`src/rtl/dpr_fifo_ctrl_if.sv`:
```
// Consumer/producer-facing FIFO bus for dpr_fifo_ctrl.
// The master side pushes and pops; the slave side is the FIFO controller.
interface dpr_fifo_ctrl_if #(
  parameter int a_width = 4,
  parameter int d_width = 8
);
  logic               wr_req;
  logic [d_width-1:0] din;
  logic               rd_req;
  logic [d_width-1:0] dout;
  logic               rd_valid;
  logic               full;
  logic               empty;
  logic [a_width:0]   count;
  logic               overflow;
  logic               underflow;

  modport master (
    output wr_req, din, rd_req,
    input  dout, rd_valid, full, empty, count, overflow, underflow
  );

  modport slave (
    input  wr_req, din, rd_req,
    output dout, rd_valid, full, empty, count, overflow, underflow
  );
endinterface

```
`src/rtl/dpr_fifo_ctrl.sv`:
```
// Single-clock FIFO controller driving a dual-port RAM: port 1 writes at wr_ptr,
// port 2 reads at rd_ptr with one cycle of registered read latency.
module dpr_fifo_ctrl #(
  parameter int a_width = 4,
  parameter int d_width = 8,
  parameter int a_depth = 16
) (
  input  logic               i_clk,
  input  logic               i_rst,
  dpr_fifo_ctrl_if.slave     bus,
  output logic [a_width-1:0] o_ram_a1,
  output logic [d_width-1:0] o_ram_d1,
  output logic               o_ram_wen1,
  output logic [a_width-1:0] o_ram_a2,
  output logic [d_width-1:0] o_ram_d2,
  output logic               o_ram_wen2,
  input  logic [d_width-1:0] i_ram_q2
);
  localparam logic [a_width:0] DEPTH = (a_width+1)'(a_depth);

  logic [a_width-1:0] r_wr_ptr;
  logic [a_width-1:0] r_rd_ptr;
  logic [a_width:0]   r_count;
  logic               r_rd_valid;
  logic               r_overflow;
  logic               r_underflow;

  logic               w_full;
  logic               w_empty;
  logic               w_wr_acc;
  logic               w_rd_acc;

  // Acceptance uses pre-edge occupancy, so push+pop at full/empty rejects one side.
  always_comb begin
    w_full   = (r_count == DEPTH);
    w_empty  = (r_count == '0);
    w_wr_acc = bus.wr_req & ~w_full  & ~i_rst;
    w_rd_acc = bus.rd_req & ~w_empty & ~i_rst;
  end

  always_ff @(posedge i_clk) begin
    if (i_rst) begin
      r_wr_ptr    <= '0;
      r_rd_ptr    <= '0;
      r_count     <= '0;
      r_rd_valid  <= 1'b0;
      r_overflow  <= 1'b0;
      r_underflow <= 1'b0;
    end else begin
      if (w_wr_acc) r_wr_ptr <= r_wr_ptr + a_width'(1);
      if (w_rd_acc) r_rd_ptr <= r_rd_ptr + a_width'(1);
      case ({w_wr_acc, w_rd_acc})
        2'b10:   r_count <= r_count + (a_width+1)'(1);
        2'b01:   r_count <= r_count - (a_width+1)'(1);
        default: r_count <= r_count;
      endcase
      r_rd_valid <= w_rd_acc;
      if (bus.wr_req && w_full)  r_overflow  <= 1'b1;
      if (bus.rd_req && w_empty) r_underflow <= 1'b1;
    end
  end

  always_comb begin
    bus.dout      = i_ram_q2;
    bus.rd_valid  = r_rd_valid;
    bus.full      = w_full;
    bus.empty     = w_empty;
    bus.count     = r_count;
    bus.overflow  = r_overflow;
    bus.underflow = r_underflow;
    o_ram_a1      = r_wr_ptr;
    o_ram_d1      = bus.din;
    o_ram_wen1    = w_wr_acc;
    o_ram_a2      = r_rd_ptr;
    o_ram_d2      = '0;
    o_ram_wen2    = 1'b0;
  end
endmodule
```
`src/flat_wrapper.sv`:
```
// flat-port wrapper written by rule: the top's interface ports become plain ports
module dpr_fifo_ctrl_flat 
#(
  parameter int a_width = 4,
  parameter int d_width = 8,
  parameter int a_depth = 16
)
  (i_clk, i_rst, o_ram_a1, o_ram_d1, o_ram_wen1, o_ram_a2, o_ram_d2, o_ram_wen2, i_ram_q2, bus_wr_req, bus_din, bus_rd_req, bus_dout, bus_rd_valid, bus_full, bus_empty, bus_count, bus_overflow, bus_underflow);
  dpr_fifo_ctrl_if #(.a_width(a_width), .d_width(d_width)) bus_i ();
  input  logic i_clk;
  input  logic i_rst;
  output logic [a_width-1:0] o_ram_a1;
  output logic [d_width-1:0] o_ram_d1;
  output logic o_ram_wen1;
  output logic [a_width-1:0] o_ram_a2;
  output logic [d_width-1:0] o_ram_d2;
  output logic o_ram_wen2;
  input  logic [d_width-1:0] i_ram_q2;
  input wire logic [$bits(bus_i.wr_req)-1:0] bus_wr_req;
  input wire logic [$bits(bus_i.din)-1:0] bus_din;
  input wire logic [$bits(bus_i.rd_req)-1:0] bus_rd_req;
  output wire logic [$bits(bus_i.dout)-1:0] bus_dout;
  output wire logic [$bits(bus_i.rd_valid)-1:0] bus_rd_valid;
  output wire logic [$bits(bus_i.full)-1:0] bus_full;
  output wire logic [$bits(bus_i.empty)-1:0] bus_empty;
  output wire logic [$bits(bus_i.count)-1:0] bus_count;
  output wire logic [$bits(bus_i.overflow)-1:0] bus_overflow;
  output wire logic [$bits(bus_i.underflow)-1:0] bus_underflow;
  assign bus_i.wr_req = bus_wr_req;
  assign bus_i.din = bus_din;
  assign bus_i.rd_req = bus_rd_req;
  assign bus_dout = bus_i.dout;
  assign bus_rd_valid = bus_i.rd_valid;
  assign bus_full = bus_i.full;
  assign bus_empty = bus_i.empty;
  assign bus_count = bus_i.count;
  assign bus_overflow = bus_i.overflow;
  assign bus_underflow = bus_i.underflow;
  dpr_fifo_ctrl #(.a_width(a_width), .d_width(d_width), .a_depth(a_depth)) u_core (.i_clk(i_clk), .i_rst(i_rst), .bus(bus_i), .o_ram_a1(o_ram_a1), .o_ram_d1(o_ram_d1), .o_ram_wen1(o_ram_wen1), .o_ram_a2(o_ram_a2), .o_ram_d2(o_ram_d2), .o_ram_wen2(o_ram_wen2), .i_ram_q2(i_ram_q2));
endmodule
```
`config.mk`:
```
export PLATFORM = sky130hd
export DESIGN_NAME = dpr_fifo_ctrl_flat
export DESIGN_NICKNAME = d
export VERILOG_FILES = /design/src/rtl/dpr_fifo_ctrl_if.sv /design/src/rtl/dpr_fifo_ctrl.sv /design/src/flat_wrapper.sv
export SDC_FILE = /design/constraint.sdc
export NUM_CORES = 1
export LEC_CHECK = 0
export CAP_MARGIN = 20
export CORE_MARGIN = 5
export CORE_UTILIZATION = 30
export CTS_BUF_LIST = sky130_fd_sc_hd__clkbuf_8
export CTS_CLUSTER_SIZE = 12
export DETAILED_ROUTE_END_ITERATION = 16
export PLACE_DENSITY = 0.76
export SYNTH_ARGS = -nofsm -noshare
export SYNTH_HDL_FRONTEND = slang
export SYNTH_SLANG_ARGS = --single-unit
```
`constraint.sdc`:
```
create_clock -name i_clk -period 3.6 [get_ports i_clk]
set_input_delay 0.54 -clock i_clk [delete_from_list [all_inputs] [get_ports i_clk]]
set_output_delay 0.54 -clock i_clk [all_outputs]
set_load 0.01 [all_outputs]
```
Yosys cells after proc, flatten, opt, wreduce, memory -nomap -nowiden
Cells that the tools add are included.
{"block": "word_totals", "regBits": 16, "input_bits": 20, "output_inout_bits": 44, "word_cells": 25}
{"block": "classes", "addsub": 4, "eq_ne": 3, "n_mux": 1, "bitwise": 7, "reduce_logical": 4}
{"op": "5-bit one-hot mux with 2 select lines", "n": 1}
{"op": "4-bit by 1-bit adder with 4-bit output (second input constant)", "n": 2}
{"op": "5-bit by 1-bit adder with 5-bit output (second input constant)", "n": 1}
{"op": "5-bit equality test (second input constant)", "n": 1}
{"op": "5-bit zero test", "n": 1}
{"op": "5-bit by 1-bit subtractor with 5-bit output (second input constant)", "n": 1}
{"op": "1-bit AND", "n": 4}
{"op": "1-bit inverter", "n": 3}
{"op": "2-bit by 1-bit equality test with 1-bit output (second input constant)", "n": 1}
{"op": "2-bit equality test (second input constant)", "n": 1}
{"op": "1-bit logical AND", "n": 2}
{"op": "2-bit nonzero test", "n": 1}

Depth between registers and ports, before layout
{"block": "logic_depth", "word_depth": 6, "depth_mapped": 9, "ltp_nobuf": 9}

Worst setup path after synthesis
No wires, ideal clock.
{"block": "synth_timing", "path_kind": "flip-flop to flip-flop", "start": "reg u_core.r_count[0] (netlist: u_core.bus.count[0])", "end": "reg u_core.r_count[4] (netlist: u_core.bus.count[4])", "setup_time_ps": 70, "arrival_ps": 2583, "required_time_ps": 3530, "setup_slack_ps": 947, "path_stages_with_launch": 10, "n_path_buf": 0, "synth_period_minus_slack_ps": 2653, "cell_sequence": "dfxtp_1 -> or4_4 -> o21ai_4 -> nor2_1 -> ha_1 -> fa_1 -> nand3_1 -> a21oi_1 -> or4_1 -> a21oi_1"}
{"block": "synth_between", "elab_chain_len": 6, "elab_cells_between_ends": 14, "classes_between": "add/sub: 2; eq/ne: 3; mux: 1; bitwise: 6; reduce/logical: 2"}
{"item": "start, declared", "line": "dpr_fifo_ctrl.sv:23", "rtl": "logic [a_width:0] r_count;"}
{"item": "start signal, assigned", "line": "dpr_fifo_ctrl.sv:53", "rtl": "2'b10: r_count <= r_count + (a_width+1)'(1);"}
{"item": "start signal, assigned", "line": "dpr_fifo_ctrl.sv:54", "rtl": "2'b01: r_count <= r_count - (a_width+1)'(1);"}
{"item": "start signal, assigned", "line": "dpr_fifo_ctrl.sv:55", "rtl": "default: r_count <= r_count;"}
{"item": "5-bit zero test *", "line": "dpr_fifo_ctrl.sv:36", "rtl": "w_empty = (r_count == '0);"}
{"item": "1-bit inverter *", "line": "dpr_fifo_ctrl.sv:38", "rtl": "w_rd_acc = bus.rd_req & ~w_empty & ~i_rst;"}
{"item": "1-bit AND * (2 in a row)", "line": "dpr_fifo_ctrl.sv:38"}
{"item": "named net u_core.w_rd_acc", "line": "dpr_fifo_ctrl.sv:31", "rtl": "logic w_rd_acc;"}
{"item": "2-bit by 1-bit equality test with 1-bit output / 2-bit equality test (equally long branches)", "line": "dpr_fifo_ctrl.sv:52", "rtl": "case ({w_wr_acc, w_rd_acc})"}
{"item": "5-bit one-hot mux with 2 select lines / 2-bit nonzero test (equally long branches)"}
Mark *: on every way through the listed nets, which the timed path passes. The rest lies on a longest branch.
A chain may end at the register's enable or synchronous reset.

Worst setup path after layout
{"block": "layout_timing", "start": "reg u_core.r_count[0] (netlist: u_core.bus.count[0])", "end": "reg u_core.r_count[4] (netlist: u_core.bus.count[4])"}
{"block": "layout_between", "elab_chain_len": 6, "elab_cells_between_ends": 14, "classes_between": "add/sub: 2; eq/ne: 3; mux: 1; bitwise: 6; reduce/logical: 2"}
{"item": "5-bit equality test / 5-bit zero test (equally long branches)", "line": "dpr_fifo_ctrl.sv:35, dpr_fifo_ctrl.sv:36"}
{"item": "1-bit inverter, on equally long branches", "line": "dpr_fifo_ctrl.sv:37, dpr_fifo_ctrl.sv:38"}
{"item": "1-bit AND, on equally long branches (2 in a row)", "line": "dpr_fifo_ctrl.sv:37, dpr_fifo_ctrl.sv:38"}
{"item": "2-bit by 1-bit equality test with 1-bit output / 2-bit equality test (equally long branches)", "line": "dpr_fifo_ctrl.sv:52"}
{"item": "5-bit one-hot mux with 2 select lines / 2-bit nonzero test (equally long branches)"}
Parallel ways exist; a longest one is shown, timed or not.

==> results.py <==
metrics = {
    "sta": {
        "rsz0062_at_grt": "false",
        "setup_slack_ns": 0.673,
        "worst_pin_slew_ns": 0.604,
        "fin_crit_sh_pct": 81.3,
        "fmax_ghz": 0.342,
        "slew_viol_final": 0,
        "relSlewSlack_pct": 59.4,
        "setup_viol": 0,
        "fin_skew_ns": 0.00374,
        "hold_viol_final": 0,
        "tns_ns": 0,
        "layout_min_cycle_time_ns": 2.93,
    },
    "synthesis": {
        "ys_types": 29,
        "yosysWarnings": 0,
        "avgSynthCellArea_um2": 8.73,
        "ys_seq_elements": 16,
        "synth.yosys.seq_area_share_pct": 32.2,
        "syn-instance-count": 114,
        "netlist_area_um2": 995,
    },
    "cts": {
        "hold_buffers": 0,
        "cts_sinks": 16,
        "clock-root-buffer": "clkbuf_8",
        "post_cts_buffers": 0,
        "clock_latency_ns": 0.25,
        "numCtsBuffers": 3,
        "cts_resized": 0,
        "cts_tree": "built",
        "h-tree-depth": 1,
        "clk_path_buf_depth": 2,
        "clk_pin_slew_ns": 0.06,
    },
    "drt": {
        "drt_first_pass_iters": 4,
        "vias": 706,
        "routed_wl_mm": 1.80,
        "wire_per_inst_um": 10.8,
        "ant_nets": 0,
        "vias_per_cell": 4.25,
        "drt-initial-drc-count": 22,
        "drc": 0,
    },
    "grt": {
        "grt_usage_pct": 8.30,
        "antenna_found_initial": 0,
        "grt_pass1_vias": 623,
        "grt_max_degree": 15,
        "grt_pass1_wl_mm": 2.82,
        "grt-ovfl-total": 0,
    },
    "critical_path": {
        "crit_type": "reg2reg",
        "crit_path_start_kind": "flip-flop",
        "cp.required_ns": 3.78,
        "reg2reg_setup_slack_ns": 0.67,
        "rr_worst_depth": 9,
        "arrival_ns": 3.11,
        "cp_max_fo": 6,
        "cp-end-kind": "flip-flop",
    },
    "run_status": {
        "status": "finished clean",
    },
    "cells_and_area": {
        "drive_above_1_share_pct": 6.67,
        "syn2layout_area_growth_pct": 16.7,
        "fillers": 355,
        "antenna_cells": 0,
        "seqCellArea_um2": 320,
        "layout.nets": 148,
        "multi_input_area_um2": 485,
    },
    "pwr": {
        "peakVddDrop_mv": 0.154,
        "p_total_mw": 0.507,
        "leakagePower_nw": 0.485,
        "power_density_nw_per_um2": 436,
    },
    "die": {
        "die-area_um2": 4570,
        "rows": 21,
        "core_region_area_um2": 3280,
        "pin_count": 64,
        "die_h_um": 67.6,
        "initial_utilization_pct": 30.3,
        "die_w_um": 67.6,
    },
    "placed_design": {
        "post-place-ws_ns": 0.526,
        "io_buffers": 22,
        "place.gp.congestion": 0.700,
        "place_hpwl_mm": 1.37,
    },
    "worst_hold_path": {
        "min_path_cells": 2,
        "worstHoldPathType": "reg2reg",
    },
    "flow_run": {
        "maxCapViolations": 0,
    },
}
## worst max-delay path, stage by stage, from the launching register on
cell	delay, ns
dfxtp_1	0.39
nor4_1	0.58
a21oi_1	0.25
nand2b_1	0.14
ha_1	0.26
ha_1	0.30
a21oi_1	0.21
a21oi_1	0.11
or4_1	0.47
a21oi_1	0.14
## synth_stat cells (all sizes together)
| library cell | n | area [um2] |
|---|---|---|
| o31ai | 1 | 7.51 |
| xor2 | 4 | 35.0 |
| buf | 27 | 196 |
| nor4bb | 1 | 10.0 |
| fa | 1 | 20.0 |
| dfxtp | 16 | 320 |
| o21ai | 1 | 16.3 |
| clkbuf | 2 | 7.51 |
| and3 | 2 | 12.5 |
| a21o | 1 | 8.76 |
| nand3 | 2 | 10.0 |
| mux2i | 3 | 30.0 |
| conb | 1 | 3.75 |
| nand2b | 1 | 6.26 |
| nand2 | 1 | 3.75 |
| nor2 | 18 | 67.6 |
| a21oi | 8 | 40.0 |
| or4 | 2 | 18.8 |
| inv | 4 | 15.0 |
| nor4 | 2 | 12.5 |
| and2 | 1 | 6.26 |
| o211ai | 2 | 15.0 |
| ha | 6 | 75.1 |
| a211oi | 2 | 15.0 |
| or3 | 1 | 6.26 |
| xnor2 | 4 | 35.0 |
## metrics by stage
stage	instance area, um2	instances	hold slack (ns)	util, %
after floorplan	1020	122	0.502	-
after global placement	1110	162	0.452	33.7
after detailed placement	1110	162	0.458	33.7
after CTS	1160	166	0.475	35.4
after global routing	1160	166	0.505	35.4
final	1160	166	0.471	35.4
## per-layer routing
metal  GRT usage (%)  up-vias  wire length, um
met3            3.16        4              162
met4            5.06        0               31
li1                -      358                -
met5               0        -                0
met2            12.2       31              782
met1            10.2      313              824
## cells by family after synthesis
| group | count (synthesis) | synth area share, % |
|---|---|---|
| buf+inv | 33 | 22.0 |
| simple gates | 31 | 15.5 |
| flops | 16 | 32.2 |
| compound gates | 15 | 10.3 |
| xor+xnor | 8 | 7.04 |
| fa+ha+maj | 7 | 9.56 |
| mux | 3 | 3.02 |
| other cells | 1 | 0.377 |
## where the power goes
| part | switching (mW) | internal (mW) | leakage [nW] |
|---|---|---|---|
| Combinational | 0.0688 | 0.0718 | 0.327 |
| Sequential | 0.0187 | 0.192 | 0.130 |
| Clock | 0.0585 | 0.0969 | 0.0288 |
## cell type report
class                   count  area share [%]
clock buffers               4            4.74
inverters                   4            1.29
multi-input cells          73            41.8
flip-flops and latches     16            27.6
well taps                  46            4.96
repair buffers             23            19.6
## flip-flops by register name, indices dropped and copies added (netlist names)
name and cells:
u_core.o_ram_a2 4, u_core.bus.overflow 1, u_core.bus.count 5, u_core.o_ram_a1 4, u_core.bus.underflow 1, u_core.bus.rd_valid 1
## placed cells by master, fill, tap and decap left out, types with 2 or more instances in the layout
master / synthesis / final
xor2_1: 4 / 4
ha_1: 6 / 6
o211ai_1: 2 / 2
conb_1: 1 / 9
dfxtp_1: 16 / 16
clkbuf_8: 0 / 4
a21oi_1: 8 / 8
mux2i_1: 3 / 3
nor2_1: 18 / 18
xnor2_1: 4 / 4
clkdlybuf4s50_1: 0 / 22
and3_1: 2 / 2
a211oi_1: 2 / 2
nor4_1: 2 / 2
nand3_1: 2 / 2
inv_1: 4 / 4
## path summary, 6_finish.rpt
check | endpoint | start
max | u_core.bus.count[4] | u_core.bus.count[0]
min | u_core.bus.underflow | u_core.bus.underflow
max reg2reg | u_core.bus.count[4] | u_core.bus.count[0]
min reg2reg | u_core.bus.underflow | u_core.bus.underflow
Note: power is estimated with default switching activity, not from simulation.
